==> src/rtl/selector.sv <==
// Shared decode/commit package: decoder exception selector, CP0 register
// numbers, ExcCode values and the exception unit state encoding.
package selector;

    typedef enum logic [1:0] {
        NONE      = 2'd0,
        SYSCALL   = 2'd1,
        RESERVERD = 2'd2
    } exc_chk_t;

    localparam logic [4:0] CP0_COUNT  = 5'd9;
    localparam logic [4:0] CP0_STATUS = 5'd12;
    localparam logic [4:0] CP0_CAUSE  = 5'd13;
    localparam logic [4:0] CP0_EPC    = 5'd14;

    localparam logic [4:0] EXC_SYS = 5'd8;
    localparam logic [4:0] EXC_RI  = 5'd10;
    localparam logic [4:0] EXC_OV  = 5'd12;

    typedef enum logic [0:0] {
        ST_RUN      = 1'b0,
        ST_REDIRECT = 1'b1
    } exc_state_t;

    // A delay-slot instruction restarts at its branch, one word earlier.
    function automatic logic [31:0] epc_of(input logic [31:0] pc, input logic bd);
        return bd ? (pc - 32'd4) : pc;
    endfunction

endpackage

==> src/rtl/cp0_regfile.sv <==
// CP0 storage: Count, Status.EXL, Cause.{BD,ExcCode} and EPC, with masked
// MTC0 writes and an unbypassed MFC0 read port.
module cp0_regfile
    import selector::*;
(
    input  logic        clk,
    input  logic        reset_n,
    input  logic        wr_en,
    input  logic [4:0]  waddr,
    input  logic [31:0] wdata,
    input  logic [4:0]  raddr,
    output logic [31:0] rdata,
    input  logic        exc_take,
    input  logic [4:0]  exc_code,
    input  logic [31:0] exc_pc,
    input  logic        exc_bd,
    input  logic        eret_take,
    output logic        exl,
    output logic [31:0] epc
);

    logic [31:0] count_r;
    logic        exl_r;
    logic        bd_r;
    logic [4:0]  code_r;
    logic [31:0] epc_r;

    // CP0 state update: exception, then ERET, then MTC0; Count always ticks.
    always_ff @(posedge clk or negedge reset_n) begin
        if (!reset_n) begin
            count_r <= 32'd0;
            exl_r   <= 1'b0;
            bd_r    <= 1'b0;
            code_r  <= 5'd0;
            epc_r   <= 32'd0;
        end else begin
            count_r <= (wr_en && (waddr == CP0_COUNT)) ? wdata : (count_r + 32'd1);
            if (exc_take) begin
                // A nested exception keeps the original return point.
                if (!exl_r) begin
                    epc_r <= epc_of(exc_pc, exc_bd);
                    bd_r  <= exc_bd;
                end
                code_r <= exc_code;
                exl_r  <= 1'b1;
            end else if (eret_take) begin
                exl_r <= 1'b0;
            end else if (wr_en) begin
                case (waddr)
                    CP0_STATUS: exl_r <= wdata[1];
                    CP0_EPC:    epc_r <= wdata;
                    default:    ;
                endcase
            end
        end
    end

    // MFC0 read mux.
    always_comb begin
        rdata = 32'd0;
        case (raddr)
            CP0_COUNT:  rdata = count_r;
            CP0_STATUS: rdata = {30'd0, exl_r, 1'b0};
            CP0_CAUSE:  rdata = {bd_r, 24'd0, code_r, 2'd0};
            CP0_EPC:    rdata = epc_r;
            default:    rdata = 32'd0;
        endcase
    end

    assign exl = exl_r;
    assign epc = epc_r;

endmodule

==> src/rtl/exception_unit.sv <==
// Commit-side exception prioritisation, pipeline flush and fetch redirect
// handshake around the CP0 register file.
module exception_unit
    import selector::*;
#(
    parameter logic [31:0] VECTOR = 32'h8000_0180
) (
    input  logic        clk,
    input  logic        reset_n,
    input  logic        commit_valid,
    output logic        commit_ready,
    input  logic [31:0] commit_pc,
    input  logic        commit_bd,
    input  exc_chk_t    commit_exc,
    input  logic        commit_ovf,
    input  logic        commit_eret,
    input  logic        cp0_we,
    input  logic [4:0]  cp0_waddr,
    input  logic [4:0]  cp0_raddr,
    input  logic [31:0] cp0_wdata,
    output logic [31:0] cp0_rdata,
    output logic        flush,
    output logic        redirect_valid,
    input  logic        redirect_ready,
    output logic [31:0] redirect_pc,
    output logic        status_exl
);

    exc_state_t  state_r;
    logic        commit_ready_r;
    logic        flush_r;
    logic        redirect_valid_r;
    logic [31:0] redirect_pc_r;

    logic        accept_s;
    logic        exc_take_s;
    logic        eret_take_s;
    logic        wr_en_s;
    logic [4:0]  exc_code_s;
    logic        exl_s;
    logic [31:0] epc_s;

    // Event prioritisation for the instruction accepted this cycle.
    always_comb begin
        accept_s    = commit_valid && (state_r == ST_RUN);
        exc_take_s  = 1'b0;
        eret_take_s = 1'b0;
        wr_en_s     = 1'b0;
        exc_code_s  = 5'd0;
        if (accept_s) begin
            case (commit_exc)
                RESERVERD: begin
                    exc_take_s = 1'b1;
                    exc_code_s = EXC_RI;
                end
                SYSCALL: begin
                    exc_take_s = 1'b1;
                    exc_code_s = EXC_SYS;
                end
                default: begin
                    if (commit_ovf) begin
                        exc_take_s = 1'b1;
                        exc_code_s = EXC_OV;
                    end else if (commit_eret) begin
                        // ERET outside exception level is an illegal instruction.
                        if (exl_s) begin
                            eret_take_s = 1'b1;
                        end else begin
                            exc_take_s = 1'b1;
                            exc_code_s = EXC_RI;
                        end
                    end else begin
                        wr_en_s = cp0_we;
                    end
                end
            endcase
        end else begin
            wr_en_s = 1'b0;
        end
    end

    // Redirect FSM with registered handshake outputs.
    always_ff @(posedge clk or negedge reset_n) begin
        if (!reset_n) begin
            state_r          <= ST_RUN;
            commit_ready_r   <= 1'b1;
            flush_r          <= 1'b0;
            redirect_valid_r <= 1'b0;
            redirect_pc_r    <= 32'd0;
        end else begin
            case (state_r)
                ST_RUN: begin
                    if (exc_take_s || eret_take_s) begin
                        state_r          <= ST_REDIRECT;
                        commit_ready_r   <= 1'b0;
                        flush_r          <= 1'b1;
                        redirect_valid_r <= 1'b1;
                        redirect_pc_r    <= exc_take_s ? VECTOR : epc_s;
                    end else begin
                        flush_r <= 1'b0;
                    end
                end
                ST_REDIRECT: begin
                    flush_r <= 1'b0;
                    if (redirect_ready) begin
                        state_r          <= ST_RUN;
                        commit_ready_r   <= 1'b1;
                        redirect_valid_r <= 1'b0;
                    end
                end
                default: begin
                    state_r          <= ST_RUN;
                    commit_ready_r   <= 1'b1;
                    flush_r          <= 1'b0;
                    redirect_valid_r <= 1'b0;
                end
            endcase
        end
    end

    cp0_regfile u_cp0 (
        .clk       (clk),
        .reset_n   (reset_n),
        .wr_en     (wr_en_s),
        .waddr     (cp0_waddr),
        .wdata     (cp0_wdata),
        .raddr     (cp0_raddr),
        .rdata     (cp0_rdata),
        .exc_take  (exc_take_s),
        .exc_code  (exc_code_s),
        .exc_pc    (commit_pc),
        .exc_bd    (commit_bd),
        .eret_take (eret_take_s),
        .exl       (exl_s),
        .epc       (epc_s)
    );

    assign commit_ready   = commit_ready_r;
    assign flush          = flush_r;
    assign redirect_valid = redirect_valid_r;
    assign redirect_pc    = redirect_pc_r;
    assign status_exl     = exl_s;

endmodule

==> config.mk <==
export PLATFORM = sky130hd
export DESIGN_NAME = exception_unit
export DESIGN_NICKNAME = d
export VERILOG_FILES = /design/src/rtl/selector.sv /design/src/rtl/cp0_regfile.sv /design/src/rtl/exception_unit.sv
export SDC_FILE = /design/constraint.sdc
export NUM_CORES = 1
export LEC_CHECK = 0
export ABC_AREA = 1
export ABC_CLOCK_PERIOD_IN_PS = 2630
export CORE_MARGIN = 3
export CORE_UTILIZATION = 40
export CTS_CLUSTER_DIAMETER = 120
export CTS_CLUSTER_SIZE = 12
export DETAILED_ROUTE_END_ITERATION = 10
export PLACE_DENSITY = 0.62
export SLEW_MARGIN = 20
export SYNTH_ARGS = -nofsm -noshare
export SYNTH_HDL_FRONTEND = slang
export SYNTH_SLANG_ARGS = --single-unit
==> constraint.sdc <==
create_clock -name clk -period 2.63 [get_ports clk]
set_clock_uncertainty 0.2 [all_clocks]
set_input_delay 0.789 -clock clk [delete_from_list [all_inputs] [get_ports clk]]
set_output_delay 0.789 -clock clk [all_outputs]
set_load 0.005 [all_outputs]
==> flow_metrics.py <==
metrics = {
    "grt": {
        "grt_max_degree": 38,
        "grt_busiest_layer": "met2",
        "grt_pass1_wl_mm": 37.37,
        "gr-total-overflow": 0,
        "grt_use_met1_pct": 39.10,
        "grt_use_met2_pct": 40.85,
        "grt_pass1_vias": 6783,
        "grt_util_met3_pct": 4.201,
        "antenna_found_initial": 0,
        "grt_usage_pct": 26.93,
    },
    "final_layout": {
        "area_growth_pct": 49.03,
        "fin_area_um2": 9754,
        "antenna_cells": 0,
        "multi_input_area_um2": 3636,
        "finalNetCount": 1306,
        "filler_cell_count": 1486,
        "drive_above_1_share_pct": 17.97,
        "regArea_um2": 2629,
    },
    "logic_synthesis": {
        "yosysTopAreaCell": "dfrtp_1",
        "synth_common_cells": "nand2_1 (295), nor2_1 (152), inv_1 (129)",
        "synth_edf_count": 0,
        "synth-xor-area-share_pct": 2.007,
        "yosysWarnings": 0,
        "synth-async-reset-ratio_pct": 100.0,
        "synth-simple-area-share_pct": 33.21,
        "synth_area_um2": 6545,
        "synth_fa_ha_area_share_pct": 0.5735,
        "ys_types": 37,
        "muxShareOfSynthArea_pct": 0,
        "synthTopCellsByArea": "dfrtp_1 (40%), nand2_1 (17%), nor2_1 (8.7%)",
        "ys_seq_elements": 105,
        "synth_compound_area_share_pct": 13.90,
        "synth_nets": 1077,
        "synth_top_family_by_area": "simple AND/OR/NAND/NOR gates",
        "synthFlopType": "dfrtp_1",
        "synth_top_area_share_pct": 39.76,
        "yosysSeqAreaShare_pct": 40.16,
        "synth.most_common_cell": "nand2_1",
        "avgSynthCellArea_um2": 6.611,
        "syn_inst": 990,
    },
    "critical_path": {
        "cp_cell_sequence": "buf_6, nor2_4, nand2_2, inv_2, nand3_4, buf_12, buf_16, o22ai_4, buf_2",
        "critPathMaxStageDelay_ns": 0.17,
        "cp.required_ns": 1.64,
        "critPathKind": "primary input to output pin",
        "critPathTopFamily": "buffers and inverters",
        "crit_fanout": 5,
        "critical_path_buf_inv_count": 5,
        "start_kind": "primary input",
        "endpoint_kind": "output pin",
        "slowest_stage": "buf_12",
        "worstPathArrival_ns": 1.81,
    },
    "sta": {
        "drv_slew": 0,
        "period_minus_slack_ns": 2.799,
        "finalCritPeriodShare_pct": 106.4,
        "rsz0062_at_grt": "yes",
        "finalHoldViolations": 0,
        "worst_slack_ns": -0.1689,
        "holdWs_ns": 0.2080,
        "max_freq_mhz": 357.3,
        "worst_pin_slew_ns": 0.5368,
        "slew_headroom_pct": 64.21,
        "setup_viol_count_final": 32,
    },
    "routing": {
        "antenna_left": 0,
        "via_count": 7351,
        "drt-vias-per-instance": 5.105,
        "dr.first_iter.drc_count": 775,
        "drt_pre_antenna_iters": 5,
        "wl_mm": 25.20,
        "drt-wirelength-per-cell_um": 17.50,
        "route.detailed.drc": 0,
    },
    "die": {
        "io_pins": 152,
        "fp.coreArea_um2": 15940,
        "start_util_pct": 41.05,
        "chipHeight_um": 133.9,
        "die-area_um2": 17930,
        "die_w_um": 133.9,
        "rows": 46,
    },
    "run": {
        "drv_cap": 0,
    },
    "hold_path": {
        "hold_path.class": "primary input to async pin",
    },
    "clocking": {
        "clkSinkCount": 105,
        "clock-root-buffer": "clkbuf_16",
        "clk_pin_slew_worst_paths_ns": 0.07,
        "ctsLongestPathBuffers": 2,
        "clk_latency_ns": 0.36,
        "cts_buffers": 9,
        "cts_tree": "built",
        "hold_buffers": 0,
        "cts_max_level": 3,
    },
    "place": {
        "port_buffers": 151,
        "placed_area_um2": 8925,
        "dp_hpwl_mm": 19.26,
        "gp_congestion": 0.9940,
    },
    "run_status": {
        "status": "complete, but fails checks",
        "violations": "setup timing",
    },
    "power_and_ir_drop": {
        "power_density_nw_per_um2": 615.7,
        "power.leakage_nw": 4.580,
        "ir_worst_vdd_mv": 0.3118,
    },
}
## path summary, 6_finish.rpt
kind,start,end,slack (ns),cells after the start
max,cp0_raddr[4],cp0_rdata[28],-0.17,9
min,reset_n,u_cp0.count_r[13]$_DFF_PN0_,0.21,1
max reg2reg,u_cp0.count_r[0]$_DFF_PN0_,u_cp0.count_r[30]$_DFF_PN0_,0.47,10
min reg2reg,commit_ready$_DFFE_PN1P_,commit_ready$_DFFE_PN1P_,0.28,2
max in group asynchronous,reset_n,commit_ready$_DFFE_PN1P_,1.42,2
min in group clk,commit_ready$_DFFE_PN1P_,commit_ready$_DFFE_PN1P_,0.28,2
## layer usage
metal	vias up	share of wire [%]	wire length [um]
met1	3386	45	11370
li1	3629	-	-
met3	51	6.7	1681
met2	285	45	11360
met5	-	0	0
met4	0	3.1	783
## layout by cell type, fill, tap and decap left out, types with 2 or more instances in the layout
| master | count |
|---|---|
| clkbuf_16 | 12 |
| nand2_4 | 3 |
| o21ai_0 | 76 |
| nor2_2 | 2 |
| clkinv_2 | 3 |
| o22ai_4 | 9 |
| buf_4 | 72 |
| ha_1 | 2 |
| o22ai_2 | 17 |
| o22ai_1 | 3 |
| nor3_2 | 3 |
| nand2_1 | 285 |
| xor2_1 | 13 |
| buf_8 | 3 |
| clkdlybuf4s50_1 | 113 |
| o21ai_1 | 7 |
| buf_2 | 32 |
| clkbuf_8 | 2 |
| o211ai_1 | 6 |
| nand2_2 | 9 |
| nand3_1 | 47 |
| inv_1 | 126 |
| nand3b_1 | 2 |
| nor3_4 | 2 |
| buf_16 | 2 |
| inv_2 | 7 |
| o221ai_2 | 4 |
| a31oi_1 | 7 |
| buf_12 | 13 |
| xnor2_1 | 2 |
| dfrtp_1 | 104 |
| a21oi_1 | 26 |
| nand4_1 | 12 |
| nor2_4 | 2 |
| nor3_1 | 17 |
| buf_6 | 12 |
| nor2_1 | 150 |
## power breakdown
part	switching [mW]	leakage [nW]	internal [mW]
Sequential	0.293	1.31	2.10
Combinational	1.24	3.12	0.960
Clock	0.621	0.155	0.788
## through the flow
stage	setup TNS [ns]	power [mW]	util, %	setup WS (ns)	std cells
6_report	-4.096	6.006	61.18	-0.1689	1440
5_1_grt	-6.055	6.326	61.18	-0.2469	1440
4_1_cts	-3.849	5.904	59.50	-0.1740	1434
3_5_place_dp	-62.76	4.417	55.98	-1.008	1411
3_3_place_gp	-59.51	4.394	55.98	-0.9633	1411
2_1_floorplan	0	3.273	-	0.01519	990
## kinds of logic after synthesis
kind of cell | after synthesis
adder cells (fa/ha/maj) | 3
AO/OA/AOI/OAI | 162
AND/OR/NAND/NOR | 538
XOR/XNOR | 15
buffers and inverters | 167
flip-flops | 105
## layout make-up
| type | instances | share of cell area [%] |
|---|---|---|
| Multi-Input combinational cell | 718 | 37.28 |
| Timing Repair Buffer | 250 | 24.63 |
| Inverter | 135 | 5.233 |
| Clock buffer | 11 | 2.591 |
| Clock inverter | 5 | 0.5516 |
| Sequential cell | 105 | 26.95 |
| Tap cell | 216 | 2.771 |
## registers in the layout, indices dropped and copies added, names as in the netlist
signal,count
u_cp0.count_r,32
u_cp0.bd_r,1
redirect_valid,1
state_r,1
u_cp0.exl,1
u_cp0.epc,32
u_cp0.code_r,3
commit_ready,1
flush,1
redirect_pc,32
## what timing repair did
action                     4_1_cts  5_1_grt
setup endpoints to repair       55      103
cloned                           2        4
resized for setup              211       36
pin swaps                        7       10
buffers inserted                 7        3
No activity file was read; power rests on OpenSTA's default activity.
